### src/rtl/mips_mem_pkg.sv
// mips_mem_pkg: shared state encoding and constants for the MIPS32 data-memory arbiter.
package mips_mem_pkg;
    typedef enum logic [1:0] {
        ST_IDLE  = 2'd0,
        ST_ISSUE = 2'd1,
        ST_DONE  = 2'd2
    } arb_state_t;
    localparam logic [31:0] DEAD_BEEF  = 32'hDEAD_BEEF;
    localparam int          DEF_ADDR_W = 32;
    localparam int          DEF_DATA_W = 32;
endpackage

### src/rtl/rr_pick.sv
// rr_pick: combinational round-robin select, first requester after the pointer wins.
module rr_pick #(
    parameter int N  = 2,
    parameter int IW = 1
) (
    input  logic [N-1:0]  i_req,
    input  logic [IW-1:0] i_ptr,
    output logic          o_any,
    output logic [N-1:0]  o_grant,
    output logic [IW-1:0] o_idx
);
    logic [IW-1:0] w_j;
    always_comb begin
        o_any   = |i_req;
        o_grant = '0;
        o_idx   = '0;
        w_j     = '0;
        // farthest offset first so the nearest requester after the pointer overwrites it
        for (int k = N; k >= 1; k--) begin
            w_j = IW'((int'(i_ptr) + k) % N);
            if (i_req[w_j]) begin
                o_grant      = '0;
                o_grant[w_j] = 1'b1;
                o_idx        = w_j;
            end
        end
    end
endmodule

### src/rtl/mem_arbiter_rr.sv
// mem_arbiter_rr: N-core round-robin arbiter onto one req/ack data-memory port.
// Define ARB_TIMEOUT_EN to add the ack watchdog that releases the core with DEAD_BEEF and sets err.
module mem_arbiter_rr
    import mips_mem_pkg::*;
#(
    parameter int NUM_CORES      = 2,
    parameter int ADDR_W         = DEF_ADDR_W,
    parameter int DATA_W         = DEF_DATA_W,
    parameter int TIMEOUT_CYCLES = 64
) (
    input  logic                        clk,
    input  logic                        rst,
    input  logic [NUM_CORES-1:0]        ch_req,
    input  logic [NUM_CORES-1:0]        ch_rd,
    input  logic [NUM_CORES*ADDR_W-1:0] ch_addr,
    input  logic [NUM_CORES*DATA_W-1:0] ch_wdata,
    output logic [NUM_CORES-1:0]        ch_grant,
    output logic [DATA_W-1:0]           ch_rdata,
    output logic                        mem_req,
    output logic                        mem_we,
    output logic [ADDR_W-1:0]           mem_addr,
    output logic [DATA_W-1:0]           mem_wdata,
    input  logic                        mem_ack,
    input  logic [DATA_W-1:0]           mem_rdata,
    output logic                        busy,
    output logic                        err
);
    localparam int IW = (NUM_CORES > 1) ? $clog2(NUM_CORES) : 1;

    arb_state_t           r_state;
    logic [IW-1:0]        r_ptr;
    logic [IW-1:0]        r_idx;
    logic [NUM_CORES-1:0] r_grant;
    logic                 w_any;
    logic [NUM_CORES-1:0] w_grant;
    logic [IW-1:0]        w_idx;
    logic                 w_to;

    rr_pick #(.N(NUM_CORES), .IW(IW)) u_pick (
        .i_req   (ch_req),
        .i_ptr   (r_ptr),
        .o_any   (w_any),
        .o_grant (w_grant),
        .o_idx   (w_idx)
    );

`ifdef ARB_TIMEOUT_EN
    localparam int CW = $clog2(TIMEOUT_CYCLES + 1);
    logic [CW-1:0] r_cnt;
    assign w_to = (r_state == ST_ISSUE) && !mem_ack && (r_cnt == CW'(TIMEOUT_CYCLES - 1));
    always_ff @(posedge clk or negedge rst) begin
        if (!rst)
            r_cnt <= '0;
        else
            r_cnt <= (r_state == ST_ISSUE) ? CW'(r_cnt + 1'b1) : '0;
    end
`else
    assign w_to = 1'b0;
`endif

    always_ff @(posedge clk or negedge rst) begin
        if (!rst) begin
            r_state   <= ST_IDLE;
            r_ptr     <= IW'(NUM_CORES - 1);
            r_idx     <= '0;
            r_grant   <= '0;
            ch_grant  <= '0;
            ch_rdata  <= '0;
            mem_req   <= 1'b0;
            mem_we    <= 1'b0;
            mem_addr  <= '0;
            mem_wdata <= '0;
            busy      <= 1'b0;
            err       <= 1'b0;
        end else begin
            case (r_state)
                ST_IDLE: if (w_any) begin
                    r_state   <= ST_ISSUE;
                    r_idx     <= w_idx;
                    r_grant   <= w_grant;
                    mem_req   <= 1'b1;
                    mem_we    <= ~ch_rd[w_idx];
                    mem_addr  <= ch_addr[int'(w_idx)*ADDR_W +: ADDR_W];
                    mem_wdata <= ch_wdata[int'(w_idx)*DATA_W +: DATA_W];
                    busy      <= 1'b1;
                end
                ST_ISSUE: if (mem_ack || w_to) begin
                    r_state   <= ST_DONE;
                    r_ptr     <= r_idx;
                    ch_grant  <= r_grant;
                    ch_rdata  <= w_to ? DATA_W'(DEAD_BEEF) : (mem_we ? '0 : mem_rdata);
                    err       <= err | w_to;
                    mem_req   <= 1'b0;
                    mem_we    <= 1'b0;
                    mem_addr  <= '0;
                    mem_wdata <= '0;
                end
                ST_DONE: begin
                    r_state  <= ST_IDLE;
                    ch_grant <= '0;
                    ch_rdata <= '0;
                    busy     <= 1'b0;
                end
                default: r_state <= ST_IDLE;
            endcase
        end
    end
endmodule

### config.mk
export PLATFORM = sky130hd
export DESIGN_NAME = mem_arbiter_rr
export DESIGN_NICKNAME = d
export VERILOG_FILES = /design/src/rtl/mips_mem_pkg.sv /design/src/rtl/rr_pick.sv /design/src/rtl/mem_arbiter_rr.sv
export SDC_FILE = /design/constraint.sdc
export NUM_CORES = 1
export LEC_CHECK = 0
export ABC_AREA = 1
export BUFFER_PORTS_ARGS = -buffer_cell sky130_fd_sc_hd__buf_2
export CAP_MARGIN = 0
export CELL_PAD_IN_SITES_DETAIL_PLACEMENT = 1
export CELL_PAD_IN_SITES_GLOBAL_PLACEMENT = 2
export CORE_MARGIN = 4
export CORE_UTILIZATION = 24
export DETAILED_ROUTE_END_ITERATION = 10
export PLACE_DENSITY_LB_ADDON = 0.1
export SLEW_MARGIN = 20
export SYNTH_ARGS = -nofsm -noshare
export SYNTH_HDL_FRONTEND = slang
export SYNTH_SLANG_ARGS = --single-unit
export TNS_END_PERCENT = 50
### constraint.sdc
create_clock -name clk -period 1.8 [get_ports clk]
set_input_delay 0.36 -clock clk [delete_from_list [all_inputs] [get_ports clk]]
set_output_delay 0.36 -clock clk [all_outputs]
set_load 0.02 [all_outputs]
* Yosys cells after proc, flatten, opt, wreduce, memory -nomap -nowiden
Cells that the tools add are included.
** Word-level totals
- Register bits after elaboration :: 107
- Bits of input ports :: 167
- Latch bits :: 0
- RAM bits :: 0
- Memories :: 0
- ROM bits :: 0
** Operators by class
- Equality and inequality tests :: 4
- Add/sub/neg operators :: 2
- Divide/modulo/power cells :: 0
- Bitwise operators :: 1
- Shifts and indexed selects :: 2
- Multiplexer cells :: 33
- Order comparisons :: 5
- Multiply operators :: 0
- Reduce and logical (&&, ||, !) cells :: 13
** Operator list (count)
- 32-bit case mux with 2 select lines :: 3
- 32-bit 2-to-1 mux :: 5
- 64-bit by 7-bit variable part select with 32-bit output :: 2
- 1-bit 2-to-1 mux :: 13
- 2-bit 2-to-1 mux :: 5
- 2-bit AND reduction :: 5
- 2-bit case mux with 2 select lines :: 2
- 1-bit by 2-bit less-than comparator with 1-bit output (second input constant) :: 3
- 1-bit case mux with 2 select lines :: 3
- 2-bit nonzero test :: 3
- 3-bit AND reduction :: 1
- 1-bit adder (second input constant) :: 2
- 1-bit demux with 1-bit select :: 2
- 2-bit by 1-bit equality test with 1-bit output (second input constant) :: 1
- 2-bit equality test (second input constant) :: 1
- 1-bit >= comparator (second input constant) :: 2
- 1-bit logical AND :: 2
- 2-bit logical NOT :: 1
- 2-bit by 1-bit inequality test with 1-bit output (second input constant) :: 1
- 2-bit inequality test (second input constant) :: 1
- 2-bit OR reduction :: 1
- 1-bit NOT :: 1

* Depth between registers and ports, before layout
- Depth in word-level cells :: 10
- Depth in mapped cells :: 9
- Depth with buffers taken out :: 7

* Hierarchy
From an unflattened synthesis, not the netlist that was laid out.
** Second synthesis, totals
- Cells, all modules :: 754
- Area, all modules :: 5330.1 um^2
** Modules (own cells, without submodules)
- mem_arbiter_rr :: instances 1, sequential area each 2678.8 um^2, cells an instance 747, area each 5296.3 um^2
- rr_pick :: instances 1, sequential area each 0.0 um^2, cells an instance 7, area each 33.8 um^2

* Worst setup path before layout
No wires, ideal clock.
- Path kind :: register -> register
- Start point :: reg r_ptr
- End point :: reg mem_wdata[10]
- Path slack :: 412 ps
- Data required time :: 1683 ps
- Buffers on the path :: 2
- Arrival time :: 1271 ps
- Setup time :: 117 ps
- Period minus slack after synthesis :: 1388 ps
- Cell stages (with the launch flop) :: 8
- Path through :: dfstp_2 -> inv_1 -> nand2_1 -> buf_2 -> buf_1 -> nand3_1 -> nand3_1 -> nand2_1
** On the way
- Cells in the longest elaborated chain, start to end :: 8
- Elaborated cells between the ends (all ways) :: 11
- Classes of those cells :: add/sub (2); shift (1); mux (8)
** Ends and longest elaborated chain
- start: declaration :: line mem_arbiter_rr.sv:31 : logic [IW-1:0] r_ptr;
- start signal: assignment :: line mem_arbiter_rr.sv:64 : r_ptr <= IW'(NUM_CORES - 1);
- start signal: assignment :: line mem_arbiter_rr.sv:89 : r_ptr <= r_idx;
- 1-bit adder :: line rr_pick.sv:20 : w_j = IW'((int'(i_ptr) + k) % N);
- 1-bit 2-to-1 mux (implied by the code) (2 in series) :: line rr_pick.sv:21 : if (i_req[w_j]) begin
- 1-bit 2-to-1 mux :: line rr_pick.sv:21
- 1-bit 2-to-1 mux * :: line rr_pick.sv:21
- 64-bit by 7-bit variable part select with 32-bit output * :: line mem_arbiter_rr.sv:84 : mem_wdata <= ch_wdata[int'(w_idx)*DATA_W +: DATA_W];
- 32-bit 2-to-1 mux * :: line mem_arbiter_rr.sv:77 : ST_IDLE: if (w_any) begin
- 32-bit case mux with 2 select lines * :: line mem_arbiter_rr.sv:76 : case (r_state)
- end signal: assignment :: line mem_arbiter_rr.sv:84
- end: declaration :: line mem_arbiter_rr.sv:22 : output logic [DATA_W-1:0] mem_wdata,
Every way passes the cells marked *; elsewhere a longest branch is shown, timed or not. The select of a mux whose other input is x is not followed.
A chain may end at the register's enable or synchronous reset.

* Final worst setup path
- Start point :: reg r_state[1]
- End point :: reg mem_wdata[24]
** On the way
- Cells in the longest elaborated chain, start to end :: 3
- Elaborated cells between the ends (all ways) :: 7
- Classes of those cells :: eq/ne (3); mux (1); reduce/logical (3)
** Ends and longest elaborated chain
- start: declaration :: line mem_arbiter_rr.sv:30 : arb_state_t r_state;
- start signal: assignment :: line mem_arbiter_rr.sv:63 : r_state <= ST_IDLE;
- start signal: assignment :: line mem_arbiter_rr.sv:78 : r_state <= ST_ISSUE;
- start signal: assignment :: line mem_arbiter_rr.sv:88 : r_state <= ST_DONE;
- 2-bit by 1-bit equality test with 1-bit output or 2-bit logical NOT (tied branches) :: line mem_arbiter_rr.sv:76
- 2-bit inequality test (no source line), or another cell as far along
- 3-bit AND reduction (no source line)
Parallel ways exist; a longest one is shown, timed or not.

==> run_results.csv <==
group,metric,value,unit
logic_synthesis,synthTopCellsByCount,"nand2_1 (189), nand3_1 (182), dfrtp_1 (105)",
timing,tns,0,ps
logic_synthesis,ys.flop_type,"dfrtp_1",
global_routing,grt_max_degree,72,
clock_tree,cts_resized,0,
logic_synthesis,muxShareOfSynthArea,0,%
logic_synthesis,synth_compound_area_share,3.57,%
timing,rsz0062_at_grt,"no",
global_routing,grt_usage,16.6,%
finish,num_antenna_cells,0,
clock_tree,clock_sinks,106,
timing,final-hold-violation-count,0,
worst_setup_path,slowest_delay,430,ps
power,p_comb_share,48.9,%
logic_synthesis,synth_edf_count,0,
placement,dpl.hpwl,14800,um
timing,finClkSkew,9.34,ps
worst_setup_path,cp_slowest_cell,"nor2_4",
finish,fin_nets,1110,
worst_setup_path,arrival,1920,ps
worst_setup_path,crit_type,"flip-flop to flip-flop",
logic_synthesis,synth_top_area_share,50.0,%
run_status,status,"finished clean",
routing,wirelength,20600,um
clock_tree,post_cts_buffers,0,
power,seqPwrFrac,33.2,%
routing,wl_per_cell,16.8,um
power,power.share.clock,17.9,%
logic_synthesis,syn_inst,695,
routing,antenna_left,0,
logic_synthesis,ys_types,21,
logic_synthesis,syn_nets,862,
timing,final-setup-viol-count,0,
logic_synthesis,ys_seq_area_share,50.5,%
logic_synthesis,synth_top_family_by_area,"simple AND/OR/NAND/NOR gates",
worst_setup_path,path_cells,"inv_2, nand2_1, nor2_4, buf_12, nand3_1, nand2_1",
logic_synthesis,yosysWarnings,0,
global_routing,antenna_found_initial,2,
timing,fin_crit,1640,ps
worst_setup_path,cp_num_buf_inv,2,
logic_synthesis,synth_area,0.00526,sq mm
power,vdd.ir_drop.worst,665,uV
global_routing,grt_pass1_wl,32300,um
finish,drive_gt1_share,33.1,%
worst_setup_path,cp-start-kind,"flip-flop",
worst_hold_path,min_path_type,"input pin to flip-flop",
placement,globalplace.congestion,0.799,
logic_synthesis,synth.top_cells.by_area,"dfrtp_1 (50%), nand3_1 (17%), nand2_1 (13%)",
power,p_int,6.67,mW
clock_tree,cts.path.max_buffers,2,
clock_tree,insertion_delay,350,ps
worst_setup_path,cpMostUsedCell,"nand2_1",
floorplanning,start_util,24.7,%
floorplanning,rows,53,
power,p_sw,5.62,mW
logic_synthesis,syn_avg_cell_area,7.56,sq um
worst_setup_path,crit_path_end_kind,"flip-flop",
timing,worstMarginPinSlew,513,ps
logic_synthesis,synth_fa_ha_area_share,0,%
floorplanning,die_area,0.0243,sq mm
power,leakage,4.29,nW
clock_tree,cts-root-buf,"clkbuf_16",
timing,fmax,611,MHz
global_routing,grt_pass1_vias,6000,
worst_setup_path,crit_family,"simple AND/OR/NAND/NOR gates",
clock_tree,cts_tree,"yes",
worst_setup_path,worst-path-max-fanout,49,
power,power.density,1690,mW/mm^2
placement,io_buffer_count,267,
timing,post-route-period-util,91.0,%
logic_synthesis,yosys.area.top_type,"dfrtp_1",
finish,syn_to_final_growth,38.6,%
power,power,12.3,mW
floorplanning,core,0.0213,sq mm
logic_synthesis,yosysMostFrequentCell,"nand2_1",
power,switching_share,45.8,%
routing,dr.pass1.iters,4,
routing,via_per_inst,4.52,
global_routing,grt_overflow,0,
logic_synthesis,synth_seq_cells,106,
floorplanning,die_w,156,um
timing,relSlewSlack,65.7,%
logic_synthesis,yosys.area_share.simple,33.7,%
floorplanning,io_pins,269,
logic_synthesis,ys_async_sr_fraction,100,%
logic_synthesis,post_synth_xor_area_fraction,0,%
clock_tree,path_clk_slew,80,ps
finish,fill_cells,2651,
job,drv_cap,0,
clock_tree,cts_inserted_buffers,9,
floorplanning,die_y,156,um
clock_tree,htree_levels,3,
routing,vias,5524,
routing,drc,0,
timing,drv_slew,0,
routing,drtIter0Drc,183,
worst_setup_path,required,2090,ps
sequential cells by signal (all words and copies together), names as in the netlist:
name and count:
ch_rdata 32, mem_addr 32, mem_wdata 32, ch_grant 2, r_grant 2, r_state 2, busy 1, mem_req 1
mem_we 1, r_ptr 1
cell families after synthesis:
| kind of cell | after synthesis |
|---|---|
| and+or+nand+nor | 394 |
| buffers and inverters | 157 |
| DFF | 106 |
| AOI/OAI and AO/OA | 37 |
| other | 1 |
worst register-to-register path, cell delays in order (launching register included):
cell	delay [ps]
dfrtp_1	400
inv_2	90
nand2_1	130
nor2_4	430
buf_12	320
nand3_1	150
nand2_1	70
cells in the final DEF (no fill, tap or decap):
cell | Yosys | final
buf_2 | 20 | 266
nand2_1 | 189 | 186
nand3_1 | 182 | 182
dfrtp_1 | 105 | 105
inv_1 | 102 | 102
o21ai_1 | 35 | 35
nand4_1 | 18 | 18
buf_4 | 5 | 15
clkbuf_16 | 0 | 9
buf_12 | 0 | 7
nand2_2 | 1 | 4
inv_2 | 3 | 3
nor2_4 | 1 | 2
bufinv_16 | 0 | 2
nor2_1 | 1 | 1
nand3_4 | 0 | 1
o31ai_1 | 1 | 1
o21ai_0 | 1 | 1
conb_1 | 1 | 1
clkinv_4 | 0 | 1
inv_6 | 0 | 1
clkinv_2 | 0 | 1
clkinvlp_4 | 0 | 1
clkbuf_1 | 21 | 1
dlygate4sd3_1 | 0 | 1
dfstp_2 | 1 | 1
worst paths after layout:
check,from,end,slack (ps),cells past startpoint
setup / recovery,r_state[1]$_DFFE_PN0P_,mem_wdata[24]$_DFFE_PN0P_,160,6
setup reg to reg,r_state[1]$_DFFE_PN0P_,mem_wdata[24]$_DFFE_PN0P_,160,6
hold / removal,mem_rdata[14],ch_rdata[14]$_DFFE_PN0P_,240,3
hold reg to reg,mem_req$_DFFE_PN0P_,mem_req$_DFFE_PN0P_,470,2
max in group asynchronous,rst,ch_rdata[5]$_DFFE_PN0P_,670,3
min in group asynchronous,rst,mem_wdata[8]$_DFFE_PN0P_,480,2
per-layer routing:
metal / wire [um] / GRT usage [%] / vias up
met5: 21 / 0 / -
met4: 300 / 4.71 / 4
met3: 1190 / 2.94 / 24
met2: 10100 / 28.1 / 176
met1: 9000 / 21.9 / 2626
li1: - / - / 2694
final cells by class:
cell class | instances | area (sq um) | area share, %
repair buffers | 289 | 1590 | 21.9
clock buffers | 10 | 229 | 3.14
flip-flops and latches | 106 | 2650 | 36.4
multi-input cells | 432 | 1980 | 27.2
well taps | 275 | 344 | 4.72
inverters | 105 | 394 | 5.41
clock inverters | 6 | 90.1 | 1.24
power by group through the flow:
stage          Sequential [mW]  Combinational [mW]  Clock [mW]
2_1_floorplan             5.33                2.43           0
3_3_place_gp              4.10                6.01           0
3_5_place_dp              4.12                6.14           0
4_1_cts                   4.10                6.15        2.27
5_1_grt                   4.22                6.67        2.39
6_report                  4.08                6.01        2.20
stage by stage:
| stage | instance area [sq um] | setup slack [ps] | hold WS, ps | util, % | std cells |
|---|---|---|---|---|---|
| 2_1_floorplan | 5260 | 412 | 64.4 | - | 695 |
| 3_3_place_gp | 6960 | 204 | 310 | 32.7 | 1206 |
| 3_5_place_dp | 6960 | 164 | 319 | 32.7 | 1206 |
| 4_1_cts | 7290 | 153 | 224 | 34.2 | 1223 |
| 5_1_grt | 7290 | 23.4 | 229 | 34.2 | 1223 |
| 6_report | 7290 | 163 | 241 | 34.2 | 1223 |
timing repair:
action                                  4_1_cts  5_1_grt
hold buffers                                  1        0
endpoints found under the setup margin        0        0
hold endpoints to repair                     24        0
Power figures use the tool's default switching activity.
